`src/rtl/ethernetsystem_cpu_oci_pkg.sv`:
```
// Shared types and default sizing for the CPU OCI debug-trace capture path.
package ethernetsystem_cpu_oci_pkg;

    localparam int DEF_ENTRY_W = 2;
    localparam int DEF_ENTRIES = 15;
    localparam int DEF_COUNT_W = 4;
    localparam int DEF_DEPTH   = 16;
    localparam int DEF_FRAME_W = DEF_ENTRY_W * DEF_ENTRIES;

    typedef enum logic [1:0] {
        ST_RUN,
        ST_FLUSH,
        ST_DRAIN,
        ST_ENDED
    } state_t;

    typedef struct packed {
        logic [DEF_FRAME_W-1:0] data;
        logic [DEF_COUNT_W-1:0] count;
    } frame_t;

endpackage

```
`src/rtl/ethernetsystem_cpu_oci_dct_capture_if.sv`:
```
// Trace-entry input, frame output and end-of-test handshake of the capture stage.
interface ethernetsystem_cpu_oci_dct_capture_if
    import ethernetsystem_cpu_oci_pkg::*;
#(
    parameter int ENTRY_W = DEF_ENTRY_W,
    parameter int FRAME_W = DEF_FRAME_W,
    parameter int COUNT_W = DEF_COUNT_W,
    parameter int LEVEL_W = $clog2(DEF_DEPTH) + 1
);
    logic               in_valid;
    logic [ENTRY_W-1:0] in_entry;
    logic               in_ready;
    logic               test_ending;
    logic [FRAME_W-1:0] dct_buffer;
    logic [COUNT_W-1:0] dct_count;
    logic               frame_valid;
    logic               frame_ready;
    logic [FRAME_W-1:0] frame_data;
    logic [COUNT_W-1:0] frame_count;
    logic [LEVEL_W-1:0] fifo_level;
    logic               test_has_ended;

    // master = the capture stage, slave = trace source / frame consumer
    modport master (
        input  in_valid, in_entry, test_ending, frame_ready,
        output in_ready, dct_buffer, dct_count, frame_valid, frame_data,
               frame_count, fifo_level, test_has_ended
    );

    modport slave (
        output in_valid, in_entry, test_ending, frame_ready,
        input  in_ready, dct_buffer, dct_count, frame_valid, frame_data,
               frame_count, fifo_level, test_has_ended
    );

endinterface

```
`src/rtl/ethernetsystem_cpu_oci_dct_fifo.sv`:
```
// Generic synchronous show-ahead FIFO; a push into a full FIFO is taken only alongside a pop.
module ethernetsystem_cpu_oci_dct_fifo #(
    parameter int WIDTH = 34,
    parameter int DEPTH = 16
) (
    input  logic                       clk,
    input  logic                       reset,
    input  logic                       push,
    input  logic                       pop,
    input  logic [WIDTH-1:0]           wdata,
    output logic [WIDTH-1:0]           rdata,
    output logic                       full,
    output logic                       empty,
    output logic [$clog2(DEPTH):0]     level
);
    localparam int AW = $clog2(DEPTH);
    localparam int LW = AW + 1;

    logic [WIDTH-1:0] mem [DEPTH];
    logic [AW-1:0]    wr_ptr;
    logic [AW-1:0]    rd_ptr;
    logic             do_push;
    logic             do_pop;

    assign empty   = (level == '0);
    assign full    = (level == LW'(DEPTH));
    assign do_pop  = pop && !empty;
    assign do_push = push && (!full || do_pop);
    assign rdata   = mem[rd_ptr];

    // Pointers wrap naturally because DEPTH is a power of two.
    always_ff @(posedge clk) begin
        if (reset) begin
            wr_ptr <= '0;
            rd_ptr <= '0;
            level  <= '0;
        end else begin
            if (do_push) wr_ptr <= wr_ptr + AW'(1);
            if (do_pop)  rd_ptr <= rd_ptr + AW'(1);
            level <= level + LW'(do_push) - LW'(do_pop);
        end
    end

    always_ff @(posedge clk) begin
        if (do_push) mem[wr_ptr] <= wdata;
    end

endmodule

```
`src/rtl/ethernetsystem_cpu_oci_dct_capture.sv`:
```
// Packs narrow trace entries into frames, buffers them in a FIFO and runs the end-of-test flush/drain.
module ethernetsystem_cpu_oci_dct_capture
    import ethernetsystem_cpu_oci_pkg::*;
#(
    parameter int ENTRY_W       = DEF_ENTRY_W,
    parameter int ENTRIES       = DEF_ENTRIES,
    parameter int COUNT_W       = DEF_COUNT_W,
    parameter int DEPTH         = DEF_DEPTH,
    parameter int FLUSH_PARTIAL = 1
) (
    input  logic clk,
    input  logic reset,
    ethernetsystem_cpu_oci_dct_capture_if.master bus
);
    localparam int FRAME_W = ENTRY_W * ENTRIES;
    localparam int LEVEL_W = $clog2(DEPTH) + 1;
    localparam logic [COUNT_W-1:0] LAST_IDX = COUNT_W'(ENTRIES - 1);
    localparam logic [COUNT_W-1:0] FULL_CNT = COUNT_W'(ENTRIES);

    typedef struct packed {
        logic [FRAME_W-1:0] data;
        logic [COUNT_W-1:0] count;
    } rec_t;

    state_t             state;
    logic [FRAME_W-1:0] buffer;
    logic [COUNT_W-1:0] count;
    logic               ended;
    rec_t               push_rec;
    rec_t               head_rec;
    logic               fifo_full;
    logic               fifo_empty;
    logic [LEVEL_W-1:0] level;
    logic               pop;
    logic               push_ok;
    logic               accept;
    logic               complete;
    logic               flush_push;
    logic               push;
    logic [FRAME_W-1:0] packed_buf;

    // A pop in the same cycle frees the slot, so a full FIFO never stalls a completing entry.
    assign pop        = !fifo_empty && bus.frame_ready;
    assign push_ok    = !fifo_full || pop;
    assign bus.in_ready = (state == ST_RUN) && (count != LAST_IDX || push_ok);
    assign accept     = bus.in_valid && bus.in_ready;
    assign complete   = accept && (count == LAST_IDX);
    assign flush_push = (state == ST_FLUSH) && (FLUSH_PARTIAL != 0) && (count != '0) && push_ok;
    assign push       = complete || flush_push;
    assign packed_buf = buffer | (FRAME_W'(bus.in_entry) << (int'(count) * ENTRY_W));

    always_comb begin
        push_rec.data  = buffer;
        push_rec.count = count;
        if (complete) begin
            push_rec.data  = packed_buf;
            push_rec.count = FULL_CNT;
        end
    end

    ethernetsystem_cpu_oci_dct_fifo #(
        .WIDTH ($bits(rec_t)),
        .DEPTH (DEPTH)
    ) u_fifo (
        .clk   (clk),
        .reset (reset),
        .push  (push),
        .pop   (pop),
        .wdata (push_rec),
        .rdata (head_rec),
        .full  (fifo_full),
        .empty (fifo_empty),
        .level (level)
    );

    always_ff @(posedge clk) begin
        if (reset) begin
            state  <= ST_RUN;
            buffer <= '0;
            count  <= '0;
            ended  <= 1'b0;
        end else begin
            case (state)
                ST_RUN: begin
                    if (complete) begin
                        buffer <= '0;
                        count  <= '0;
                    end else if (accept) begin
                        buffer <= packed_buf;
                        count  <= count + COUNT_W'(1);
                    end
                    if (bus.test_ending) state <= ST_FLUSH;
                end
                ST_FLUSH: begin
                    // Partial frame waits here until the FIFO can take it.
                    if (flush_push || count == '0 || FLUSH_PARTIAL == 0) begin
                        buffer <= '0;
                        count  <= '0;
                        state  <= ST_DRAIN;
                    end
                end
                ST_DRAIN: begin
                    if (level == '0) begin
                        state <= ST_ENDED;
                        ended <= 1'b1;
                    end
                end
                ST_ENDED: ended <= 1'b1;
                default:  state <= ST_RUN;
            endcase
        end
    end

    assign bus.dct_buffer     = buffer;
    assign bus.dct_count      = count;
    assign bus.frame_valid    = !fifo_empty;
    assign bus.frame_data     = fifo_empty ? '0 : head_rec.data;
    assign bus.frame_count    = fifo_empty ? '0 : head_rec.count;
    assign bus.fifo_level     = level;
    assign bus.test_has_ended = ended;

endmodule

```
`src/flat_wrapper.sv`:
```
// flat-port wrapper written by rule: the top's interface ports become plain ports
module ethernetsystem_cpu_oci_dct_capture_flat import ethernetsystem_cpu_oci_pkg::*;
#(
    parameter int ENTRY_W       = DEF_ENTRY_W,
    parameter int ENTRIES       = DEF_ENTRIES,
    parameter int COUNT_W       = DEF_COUNT_W,
    parameter int DEPTH         = DEF_DEPTH,
    parameter int FLUSH_PARTIAL = 1
)
  (clk, reset, bus_in_valid, bus_in_entry, bus_test_ending, bus_frame_ready, bus_in_ready, bus_dct_buffer, bus_dct_count, bus_frame_valid, bus_frame_data, bus_frame_count, bus_fifo_level, bus_test_has_ended);
  ethernetsystem_cpu_oci_dct_capture_if #(.ENTRY_W(ENTRY_W), .FRAME_W((30)), .COUNT_W(COUNT_W), .LEVEL_W((5))) bus_i ();
  input  logic clk;
  input  logic reset;
  input wire logic [$bits(bus_i.in_valid)-1:0] bus_in_valid;
  input wire logic [$bits(bus_i.in_entry)-1:0] bus_in_entry;
  input wire logic [$bits(bus_i.test_ending)-1:0] bus_test_ending;
  input wire logic [$bits(bus_i.frame_ready)-1:0] bus_frame_ready;
  output wire logic [$bits(bus_i.in_ready)-1:0] bus_in_ready;
  output wire logic [$bits(bus_i.dct_buffer)-1:0] bus_dct_buffer;
  output wire logic [$bits(bus_i.dct_count)-1:0] bus_dct_count;
  output wire logic [$bits(bus_i.frame_valid)-1:0] bus_frame_valid;
  output wire logic [$bits(bus_i.frame_data)-1:0] bus_frame_data;
  output wire logic [$bits(bus_i.frame_count)-1:0] bus_frame_count;
  output wire logic [$bits(bus_i.fifo_level)-1:0] bus_fifo_level;
  output wire logic [$bits(bus_i.test_has_ended)-1:0] bus_test_has_ended;
  assign bus_i.in_valid = bus_in_valid;
  assign bus_i.in_entry = bus_in_entry;
  assign bus_i.test_ending = bus_test_ending;
  assign bus_i.frame_ready = bus_frame_ready;
  assign bus_in_ready = bus_i.in_ready;
  assign bus_dct_buffer = bus_i.dct_buffer;
  assign bus_dct_count = bus_i.dct_count;
  assign bus_frame_valid = bus_i.frame_valid;
  assign bus_frame_data = bus_i.frame_data;
  assign bus_frame_count = bus_i.frame_count;
  assign bus_fifo_level = bus_i.fifo_level;
  assign bus_test_has_ended = bus_i.test_has_ended;
  ethernetsystem_cpu_oci_dct_capture #(.ENTRY_W(ENTRY_W), .ENTRIES(ENTRIES), .COUNT_W(COUNT_W), .DEPTH(DEPTH), .FLUSH_PARTIAL(FLUSH_PARTIAL)) u_core (.clk(clk), .reset(reset), .bus(bus_i));
endmodule
```
`config.mk`:
```
export PLATFORM = sky130hd
export DESIGN_NAME = ethernetsystem_cpu_oci_dct_capture_flat
export DESIGN_NICKNAME = d
export VERILOG_FILES = /design/src/rtl/ethernetsystem_cpu_oci_pkg.sv /design/src/rtl/ethernetsystem_cpu_oci_dct_capture_if.sv /design/src/rtl/ethernetsystem_cpu_oci_dct_fifo.sv /design/src/rtl/ethernetsystem_cpu_oci_dct_capture.sv /design/src/flat_wrapper.sv
export SDC_FILE = /design/constraint.sdc
export NUM_CORES = 1
export LEC_CHECK = 0
export BUFFER_PORTS_ARGS = -buffer_cell sky130_fd_sc_hd__clkbuf_2
export CORE_ASPECT_RATIO = 1.1
export CORE_MARGIN = 1.5
export CORE_UTILIZATION = 45
export CTS_BUF_LIST = sky130_fd_sc_hd__clkbuf_8 sky130_fd_sc_hd__clkbuf_16
export CTS_CLUSTER_DIAMETER = 120
export CTS_CLUSTER_SIZE = 14
export DETAILED_ROUTE_END_ITERATION = 8
export PLACE_DENSITY = 0.74
export SLEW_MARGIN = 15
export SYNTH_ARGS = -nofsm -noshare
export SYNTH_HDL_FRONTEND = slang
export SYNTH_HIERARCHICAL = 1
export SYNTH_SLANG_ARGS = --single-unit
```
`constraint.sdc`:
```
create_clock -name clk -period 4.8 [get_ports clk]
set_clock_uncertainty 0.15 [all_clocks]
set_input_delay 0.48 -clock clk [delete_from_list [all_inputs] [get_ports clk]]
set_output_delay 0.48 -clock clk [all_outputs]
set_load 0.02 [all_outputs]
```
Word-level counts from Yosys, hierarchy flattened
Memory sizes are Yosys's and may differ from the RTL's. A register that Yosys moved wholly into a read port is not among the register bits.
Index checks and enable logic that the tools add are counted.

word-level totals
  register bits = 50
  RAM bits = 544
  input port bits = 7
  output and inout bits = 76
  memories = 1

memories
  memory             depth  bits a word  rd ports  clocked after memory_dff  wr ports  RTL line                               source
  u_core.u_fifo.mem  16     34           1         1                         1         ethernetsystem_cpu_oci_dct_fifo.sv:19  logic [WIDTH-1:0] mem [DEPTH];

cells by class
  add/sub/neg operators = 5
  eq/ne operators = 10
  shift-type cells = 1
  mux-type cells = 21
  bitwise logic cells = 1
  reduce and logical (&&, ||, !) cells = 25

operators by type and width
  kind                 count
  $mux 30              4
  $pmux 30 s2          1
  $mux 34              1
  $or 30x30->30        1
  $shl 2x5->30         1
  $mux 4               6
  $add 4x1->4 const B  3
  $logic_and 1x1->1    8
  $pmux 4 s2           1
  $mux 2               3
  $pmux 2 s3           1
  $add 5x1->5          1
  $eq 5x5->1 const B   1
  $logic_not 5->1      1
  $logic_or 1x1->1     5
  $sub 5x1->5          1
  $eq 2x2->1 const B   2
  $eq 4x4->1 const B   1
  $logic_not 4->1      1
  $ne 2x2->1 const B   2
  $ne 4x4->1 const B   1
  $reduce_and 4->1     1
  $reduce_bool 2->1    2
  $reduce_bool 4->1    1
  other kinds (10)     13

Longest topological paths before layout
Gate-level depths: netlist of the first run.

  depth after elaboration = 12
  gate-level depth with buffers = 18
  depth with buffers taken out = 16

Cells and area by module
Netlist of the first run, hierarchy kept.

by module, submodules not included
  module                              instances  cells each  area an instance (sq um)
  ethernetsystem_cpu_oci_dct_fifo     1          942         21,232.9
  ethernetsystem_cpu_oci_dct_capture  1          277         2,154.6

Least setup slack after synthesis of the first run
Ideal clock, no wire load.

  path type = reg-to-reg
  from = register u_core.u_fifo.level[2]
  to = memory u_core.u_fifo.mem[4][0] (enable)
  arrival time = 4.686 ns
  data required time = 4.182 ns
  setup slack = -0.504 ns
  cell stages (with the launch flop) = 12
  path buffers = 2
  path through = dfxtp_1 inv_1 ha_1 or4b_1 inv_1 nand2b_1 buf_4 a2111oi_4 a31o_2 o21ai_1 buf_2 nor3_1

on the way
  cells in the longest elaborated chain, start to end = 12

RTL lines
  what                              RTL line                                  source
  start, declared                   ethernetsystem_cpu_oci_dct_fifo.sv:14     output logic [$clog2(DEPTH):0] level
  start signal, assigned            ethernetsystem_cpu_oci_dct_fifo.sv:40     level <= level + LW'(do_push) - LW'(do_pop);
  $logic_not 5->1 (*)               ethernetsystem_cpu_oci_dct_fifo.sv:25     assign empty = (level == '0);
  net u_core.fifo_empty             ethernetsystem_cpu_oci_dct_capture.sv:32  logic fifo_empty;
  $logic_not 1->1 (*)               ethernetsystem_cpu_oci_dct_capture.sv:43  assign pop = !fifo_empty && bus.frame_ready;
  $logic_and 1x1->1 (*)             ethernetsystem_cpu_oci_dct_capture.sv:43
  $logic_or 1x1->1 (*)              ethernetsystem_cpu_oci_dct_capture.sv:44  assign push_ok = !fifo_full || pop;
  $logic_or 1x1->1                  ethernetsystem_cpu_oci_dct_capture.sv:45  assign bus.in_ready = (state == ST_RUN) && (count != LAST_IDX || push_ok);
  $logic_and 1x1->1                 ethernetsystem_cpu_oci_dct_capture.sv:45
  $logic_and 1x1->1                 ethernetsystem_cpu_oci_dct_capture.sv:46  assign accept = bus.in_valid && bus.in_ready;
  $logic_and 1x1->1                 ethernetsystem_cpu_oci_dct_capture.sv:47  assign complete = accept && (count == LAST_IDX);
  $logic_or 1x1->1 (*)              ethernetsystem_cpu_oci_dct_capture.sv:49  assign push = complete || flush_push;
  net u_core.push                   ethernetsystem_cpu_oci_dct_capture.sv:39  logic push;
  $logic_and 1x1->1 (*)             ethernetsystem_cpu_oci_dct_fifo.sv:28     assign do_push = push && (!full || do_pop);
  $mux 1 (*)                        ethernetsystem_cpu_oci_dct_fifo.sv:45     if (do_push) mem[wr_ptr] <= wdata;
  $mux 1 (not written as such) (*)  ethernetsystem_cpu_oci_dct_fifo.sv:45
  end, declared                     ethernetsystem_cpu_oci_dct_fifo.sv:19

The timed path passes the listed nets; every way through them passes the cells marked *.

Worst setup path after layout of the first run
  from = register u_core.u_fifo.level[3]
  to = memory u_core.u_fifo.mem[1][0] (enable)

The elaborated chain is that of the path after synthesis.

==> impl_results.md, run 1 <==
- Syn Std Cell Area: 0.0234 mm²
- Largest net degree at the start of global routing: 43
- Ys async rst share: 0%
- First-pass GRT wire length: 80,000 µm
- Most common cell after layout, fill and taps aside: edfxtp_1
- Initial core utilization: 45.6%
- Final-report setup violation count: 0
- Initial antenna violation count: 0
- Final slew viol count: 0
- Drt wl/cell: 26.5 µm
- Antenna-violating nets left: 0
- Later-pin clock latency in the skew report: 0.60 ns
- Vias per Instance: 5.98
- Worst setup path start: u_core/u_fifo/level[3]$_SDFF_PP0_
- Dominant cell type by area after synthesis: edfxtp_1
- Syn Inst Count: 1,219
- Fin. Hold Viols: 0
- Largest cells by area after synthesis: edfxtp_1 (70%), mux4_2 (13%), dfxtp_1 (4.6%), a22oi_1 (2.2%), nor2b_1 (1.0%)
- Worst slew pin tran: 1.19 ns
- Layout overhead on the synthesized area: 11.8%
- Post-synthesis adder-cell area fraction: 1.05%
- Width of the die: 220 µm
- F_max: 243 MHz
- Crit path capture: u_core/u_fifo/mem[1][0]$_DFFE_PP_
- Diodes inserted: 0
- Tot GR Track Use: 20.4%
- CP Class: register to register
- Register area: 0.0174 mm²
- Flop2flop setup slack: 0.69 ns
- Synth Area in Compound Gates: 4.30%
- RePlAce Congestion: 0.858
- Fin crit period: 4.11 ns
- Prevailing post-synth register cell: edfxtp_1
- Total detailed-routing wirelength: 53,000 µm
- DIE AREA: 0.0534 mm²
- Die H: 242 µm
- Synthesized net count: 1,245
- # fillers: 3,962
- Setup WS post-layout: 0.692 ns
- Setup TNS: 0 ns
- Worst setup EP type: register
- Post-synthesis sequential area ratio: 74.5%
- Startpoint types: register
- Row count: 87
- Relative slew slack: 20.2%
- Hold Crit Class: input pin to register
- Root Buffer: clkbuf_16
- Worst Path Max Fanout: 19
- Worst vdd ir: 0.321 mV
- Post-CTS Resized: 0
- Commonest non-fill, non-tap cells in the layout: edfxtp_1 (544), mux4_2 (136), clkbuf_2 (82)
- Status: finished, final reports clean
- Largest family of logic cells by synthesized area: multiplexers
- Final Cycle Share: 85.6%
- Yosys reg bits: 598
- Mux cell area share after synthesis: 13.2%
- Power density over the cells: 478 mW/mm²
- Port bufs: 82
- GRT overflow: 0
- DRC viols: 0
- TritonCTS clock tree: done
- Fin area: 0.0262 mm²
- YS warnings: 6
- Top cell type's share of synthesized area: 69.8%
- 1st-iter DRT viols: 1,313
- XOR/XNOR Fraction of Synth Area: 0.337%
- Worst Hold Path Cells: 5
- Ports: 83
- Max-Cap Viols: 0
- Leakage: 0.00855 µW
- Layout cells sized above 1: 27.4%
- Number of global-route vias before repair: 12,374
- Hold-fix buffer count after cts: 0
- Number of synthesized flops with an enable pin: 544
- Buffers from clock root to sink, at most: 3
- Post-CTS Setup Bufs: 0
- Worst R2R End: u_core/u_fifo/mem[1][0]$_DFFE_PP_
- Reg clk slew, reported paths: 0.07 ns
- Core Area: 0.0513 mm²
- Placed Area: 0.0248 mm²
- H-Tree Level Count: 2
- Final #Nets: 1,338
- R2R cell count: 12
- Inserted Clock Buffers: 49
- Synth unique cells: 51
- Mapped Avg Cell Area: 19.2 µm²
- Post-Synth Simple-Gate Area: 4.38%
- Critical path arrival: 4.23 ns
- Post-Place Worst Slack: 0.719 ns
- Worst endpoint required time: 4.92 ns
- Reg2Reg Launch Point: u_core/u_fifo/level[3]$_SDFF_PP0_
- Multi-input gate area: 0.00553 mm²
- RSZ-0062 raised after global routing: false
- Clock sink count: 598
- DP Wirelength: 31,500 µm
- Vias: 11,981
- Drt pass-1 iters: 6
## synth_stat cells, types with 10 or more instances
| cell type | n |
|---|---|
| inv_1 | 19 |
| nor2b_1 | 39 |
| a21oi_1 | 10 |
| nor2_1 | 61 |
| a41oi_1 | 20 |
| edfxtp_1 | 544 |
| buf_2 | 19 |
| nor3_1 | 16 |
| mux4_2 | 136 |
| nand3_1 | 13 |
| a22oi_1 | 68 |
| a31oi_1 | 11 |
| clkbuf_1 | 59 |
| dfxtp_1 | 54 |
| ha_1 | 18 |
| nand2_1 | 43 |
## flip-flops by register name, summed over array words and instances (netlist names), named ones only
name                       count
u_core/u_fifo/level            5
u_core/u_fifo/rd_ptr           4
u_core/bus.dct_count           4
u_core/u_fifo/mem            544
u_core/u_fifo/wr_ptr           4
u_core/bus.test_has_ended      1
u_core/state                   2
u_core/bus.dct_buffer         30
## critical path, cell delays in order (launching register included)
cell,delay (ns)
dfxtp_1,0.39
inv_1,0.09
ha_1,0.20
or4b_1,0.26
inv_2,0.05
nand2b_1,0.31
a2111oi_4,0.56
a31o_2,0.21
o21ai_2,0.07
buf_4,0.21
nor3_1,0.26
and2_2,0.63
buf_4,0.38
## metrics by stage
step           power (µW)  instances  hold slack [ns]  utilization, %
6_report            12500       2003            0.173            51.0
5_1_grt             13000       2003            0.164            51.0
4_1_cts             12600       2003            0.135            51.0
3_5_place_dp         9040       1928            0.296            48.3
3_3_place_gp         9000       1928            0.290            48.3
2_1_floorplan        8240       1219            0.305               -
## layer usage
metal	track usage, %	wire (µm)	vias up
met2	33.6	26800	515
met1	28.0	21300	6322
li1	-	-	5074
met4	5.04	1050	0
met5	0	0	-
met3	3.68	3820	70
## final cells by class
| cell class | count | area share (%) |
|---|---|---|
| Sequential cell | 598 | 66.6 |
| Multi-Input combinational cell | 505 | 21.2 |
| Clock buffer | 50 | 4.78 |
| Timing Repair Buffer | 137 | 3.39 |
| Tap cell | 667 | 3.19 |
| Clock inverter | 25 | 0.545 |
| Inverter | 21 | 0.301 |
## power breakdown
part / switching [µW] / leakage (µW) / total, µW / internal [µW]
sequential: 202 / 0.00548 / 5990 / 5790
clock: 1750 / 0.000755 / 3630 / 1880
combinational: 1600 / 0.00232 / 2890 / 1290
total: 3550 / 0.00855 / 12500 / 8960
## kinds of logic after synthesis
group,after synthesis
flops,598
buf+inv,116
compound gates,134
xor+xnor,9
simple gates,205
fa+ha+maj,19
mux,138
## how the worst min path moves through the flow
stage / startpoint / end / slack, ns
2_1_floorplan: u_core/u_fifo/rd_ptr[1]$_SDFFE_PP0P_ / register / 0.31
3_3_place_gp: u_core/bus.test_has_ended$_SDFFE_PP0P_ / u_core/bus.test_has_ended$_SDFFE_PP0P_ / 0.29
3_5_place_dp: u_core/bus.test_has_ended$_SDFFE_PP0P_ / u_core/bus.test_has_ended$_SDFFE_PP0P_ / 0.30
4_1_cts: bus_test_ending / u_core/state[1]$_SDFFE_PP0P_ / 0.13
5_1_grt: bus_test_ending / u_core/state[1]$_SDFFE_PP0P_ / 0.16
6_report: bus_test_ending / u_core/state[1]$_SDFFE_PP0P_ / 0.17
Note: power is estimated with default switching activity, not from simulation.
==> inputs of run 2 (changes only) <==
BUFFER_PORTS_ARGS = -buffer_cell sky130_fd_sc_hd__buf_2   (was -buffer_cell sky130_fd_sc_hd__clkbuf_2)
CTS_CLUSTER_SIZE = 16   (was 14)
SLEW_MARGIN = default   (was 15)
==> impl_results.md, run 2 (synthesis gave the netlist of run 1 again) <==
- Most common cell after layout, fill and taps aside: edfxtp_1
- Width of the die: 220 µm (unchanged)
- Drt wl/cell: 26.4 µm (-0.28%)
- Antenna-violating nets left: 0 (unchanged)
- Leakage: 0.00847 µW (-0.90%)
- Layout overhead on the synthesized area: 10.7%
- Power density over the cells: 472 mW/mm² (-1.4%)
- Buffers from clock root to sink, at most: 3 (unchanged)
- Root Buffer: clkbuf_16
- CP cell instances: inv_1 > ha_1 > or4b_1 > inv_2 > nand2b_1 > a2111oi_4 > a31o_2 > o21ai_2 > buf_4 > nor3_1 > and2_2
- Combinational Power Share: 23.5% (+0.4 points)
- DP Wirelength: 31,200 µm (-1.1%)
- GRT overflow: 0 (unchanged)
- Worst stage delay on the critical path: 0.92 ns (+0.29 ns)
- Flop2flop setup slack: 0.68 ns (-0.02 ns)
- Critical path arrival: 4.17 ns (-0.06 ns)
- Largest register FFs: 544 (unchanged)
- Clock sink count: 598 (unchanged)
- Post-CTS Resized: 0 (unchanged)
- Initial antenna violation count: 0 (unchanged)
- Diodes inserted: 0 (unchanged)
- Fin util: 50.5% (-0.49 points)
- CP Class: register to register
- Sw Ratio: 28.5% (+0.067 points)
- First-pass GRT wire length: 78,600 µm (-1.8%)
- Buf/Inv on CP: 3 (-1)
- Later-pin clock latency in the skew report: 0.59 ns (about the same)
- Share of power burned in registers: 49.1% (+1.2 points)
- Initial core utilization: 45.6% (unchanged)
- Final #Nets: 1,324 (-1.0%)
- Worst setup path start: u_core/u_fifo/level[2]$_SDFF_PP0_
- Largest register by flop count: u_core/u_fifo/mem
- R2R cell count: 11 (-1)
- Vias per Instance: 5.99 (+0.17%)
- Crit path capture: u_core/u_fifo/mem[3][14]$_DFFE_PP_
- Core Area: 0.0513 mm² (unchanged)
- Reg clk slew, reported paths: 0.07 ns (about the same)
- Status: finished, final reports clean
- Layout cells sized above 1: 26.3% (-1.1 points)
- Worst slew pin tran: 1.29 ns (+0.0997 ns)
- P_int: 8740 µW (-2.4%)
- Relative slew slack: 13.6% (-6.6 points)
- Inserted Clock Buffers: 43 (-12%)
- Hold Crit Class: input pin to register
- Worst setup EP type: register
- RSZ-0062 raised after global routing: false
- Setup TNS: 0 ns (unchanged)
- Worst R2R End: u_core/u_fifo/mem[3][14]$_DFFE_PP_
- Fin. Hold Viols: 0 (unchanged)
- DRC viols: 0 (unchanged)
- # fillers: 3,973 (+0.28%)
- Tot GR Track Use: 20.1% (-0.23 points)
- Worst vdd ir: 0.339 mV (+5.6%)
- Delay-heaviest family, CP: simple AND/OR/NAND/NOR gates
- Startpoint types: register
- Final Cycle Share: 85.9% (+0.32 points)
- Setup WS post-layout: 0.676 ns (-0.0155 ns)
- Reg2Reg Launch Point: u_core/u_fifo/level[2]$_SDFF_PP0_
- Worst endpoint required time: 4.84 ns (-0.08 ns)
- Final-report setup violation count: 0 (unchanged)
- Ports: 83 (unchanged)
- Largest net degree at the start of global routing: 46 (+7.0%)
- Post-Place Worst Slack: 0.709 ns (-0.0101 ns)
- Drt pass-1 iters: 9 (+3)
- Commonest non-fill, non-tap cells in the layout: edfxtp_1 (544), mux4_2 (136), buf_2 (82)
- Total power: 12,200 µW (-2.3%)
- TritonCTS clock tree: done
- Vias: 11,941 (-0.33%)
- Fin crit period: 4.12 ns (+0.0155 ns)
- Total detailed-routing wirelength: 52,600 µm (-0.78%)
- Final slew viol count: 0 (unchanged)
- Worst Path Max Fanout: 34 (+15)
- Non-filler cells, final: 1,993 (-0.50%)
- Post-CTS Setup Bufs: 0 (unchanged)
- Inst Count DP: 1,920 (-0.41%)
- Row count: 87 (unchanged)
- DIE AREA: 0.0534 mm² (unchanged)
- Number of global-route vias before repair: 12,235 (-1.1%)
- Clock power frac: 27.4% (-1.6 points)
- 1st-iter DRT viols: 1,206 (-8.1%)
- Critical path depth in cells: 11 (-1)
- H-Tree Level Count: 2 (unchanged)
- RePlAce Congestion: 0.828 (-3.5%)
- F_max: 242 MHz (-0.38%)
- Slowest stage cell, crit path: and2_2
- Port bufs: 82 (unchanged)
- Max-Cap Viols: 0 (unchanged)
- Hold-fix buffer count after cts: 0 (unchanged)
- Net Switching: 3480 µW (-2.1%)
- Die H: 242 µm (unchanged)
[run 2: cell count changes in the layout (fill, tap and decap cells not counted)]
cell | before | now
clkbuf_2 | 82 | 0
clkinv_16 | 1 | 0
buf_2 | 0 | 82
buf_4 | 50 | 44
buf_12 | 5 | 3
clkbuf_16 | 50 | 44
o21bai_1 | 2 | 4
clkinv_4 | 1 | 0
inv_1 | 39 | 44
o21bai_2 | 2 | 0
inv_8 | 0 | 1
[run 2: final cells by class]
class                      instances  area [µm²]  area share, %
clock buffer                      44        1100           4.25
clock inverter                    29         134          0.517
inverter                          21        78.8          0.304
multi-input combinational        505        5530           21.3
sequential                       598       17400           67.3
tap                              667         835           3.22
timing repair buffer             129         801           3.09
[run 2: how the worst min path moves through the flow]
stage	cells after the start	endpoint	startpoint
after floorplan	2	register	u_core/u_fifo/rd_ptr[1]$_SDFFE_PP0P_
after global placement	2	u_core/bus.test_has_ended$_SDFFE_PP0P_	u_core/bus.test_has_ended$_SDFFE_PP0P_
after detailed placement	2	u_core/bus.test_has_ended$_SDFFE_PP0P_	u_core/bus.test_has_ended$_SDFFE_PP0P_
after CTS	2	register	reset
after global routing	2	u_core/u_fifo/wr_ptr[0]$_SDFFE_PP0P_	reset
final	2	u_core/u_fifo/wr_ptr[0]$_SDFFE_PP0P_	reset
[run 2: power by group through the flow]
stage / registers (µW) / clock network (µW) / logic (µW)
finish: 6000 / 3350 / 2870
global route: 6030 / 3570 / 3100
CTS: 6010 / 3400 / 2920
detailed placement: 6120 / 0 / 2900
global placement: 6110 / 0 / 2870
floorplan: 5990 / 0 / 2250
[run 2: metal layers]
metal  global-route usage, %  share of wire, %  vias to the layer above
li1                        -                 -                     5040
met1                    27.7                40                     6264
met2                    32.9                50                      557
met3                    3.59               7.9                       80
met4                    5.68               2.5                        0
met5                       0                 0                        -
[run 2: per-stage QoR]
step                      instance area [µm²]  hold WS [ns]
after floorplan                         23400         0.305
after global placement                  24700         0.285
after detailed placement                24700         0.308
after CTS                               25900         0.110
after global routing                    25900         0.130
final                                   25900         0.137
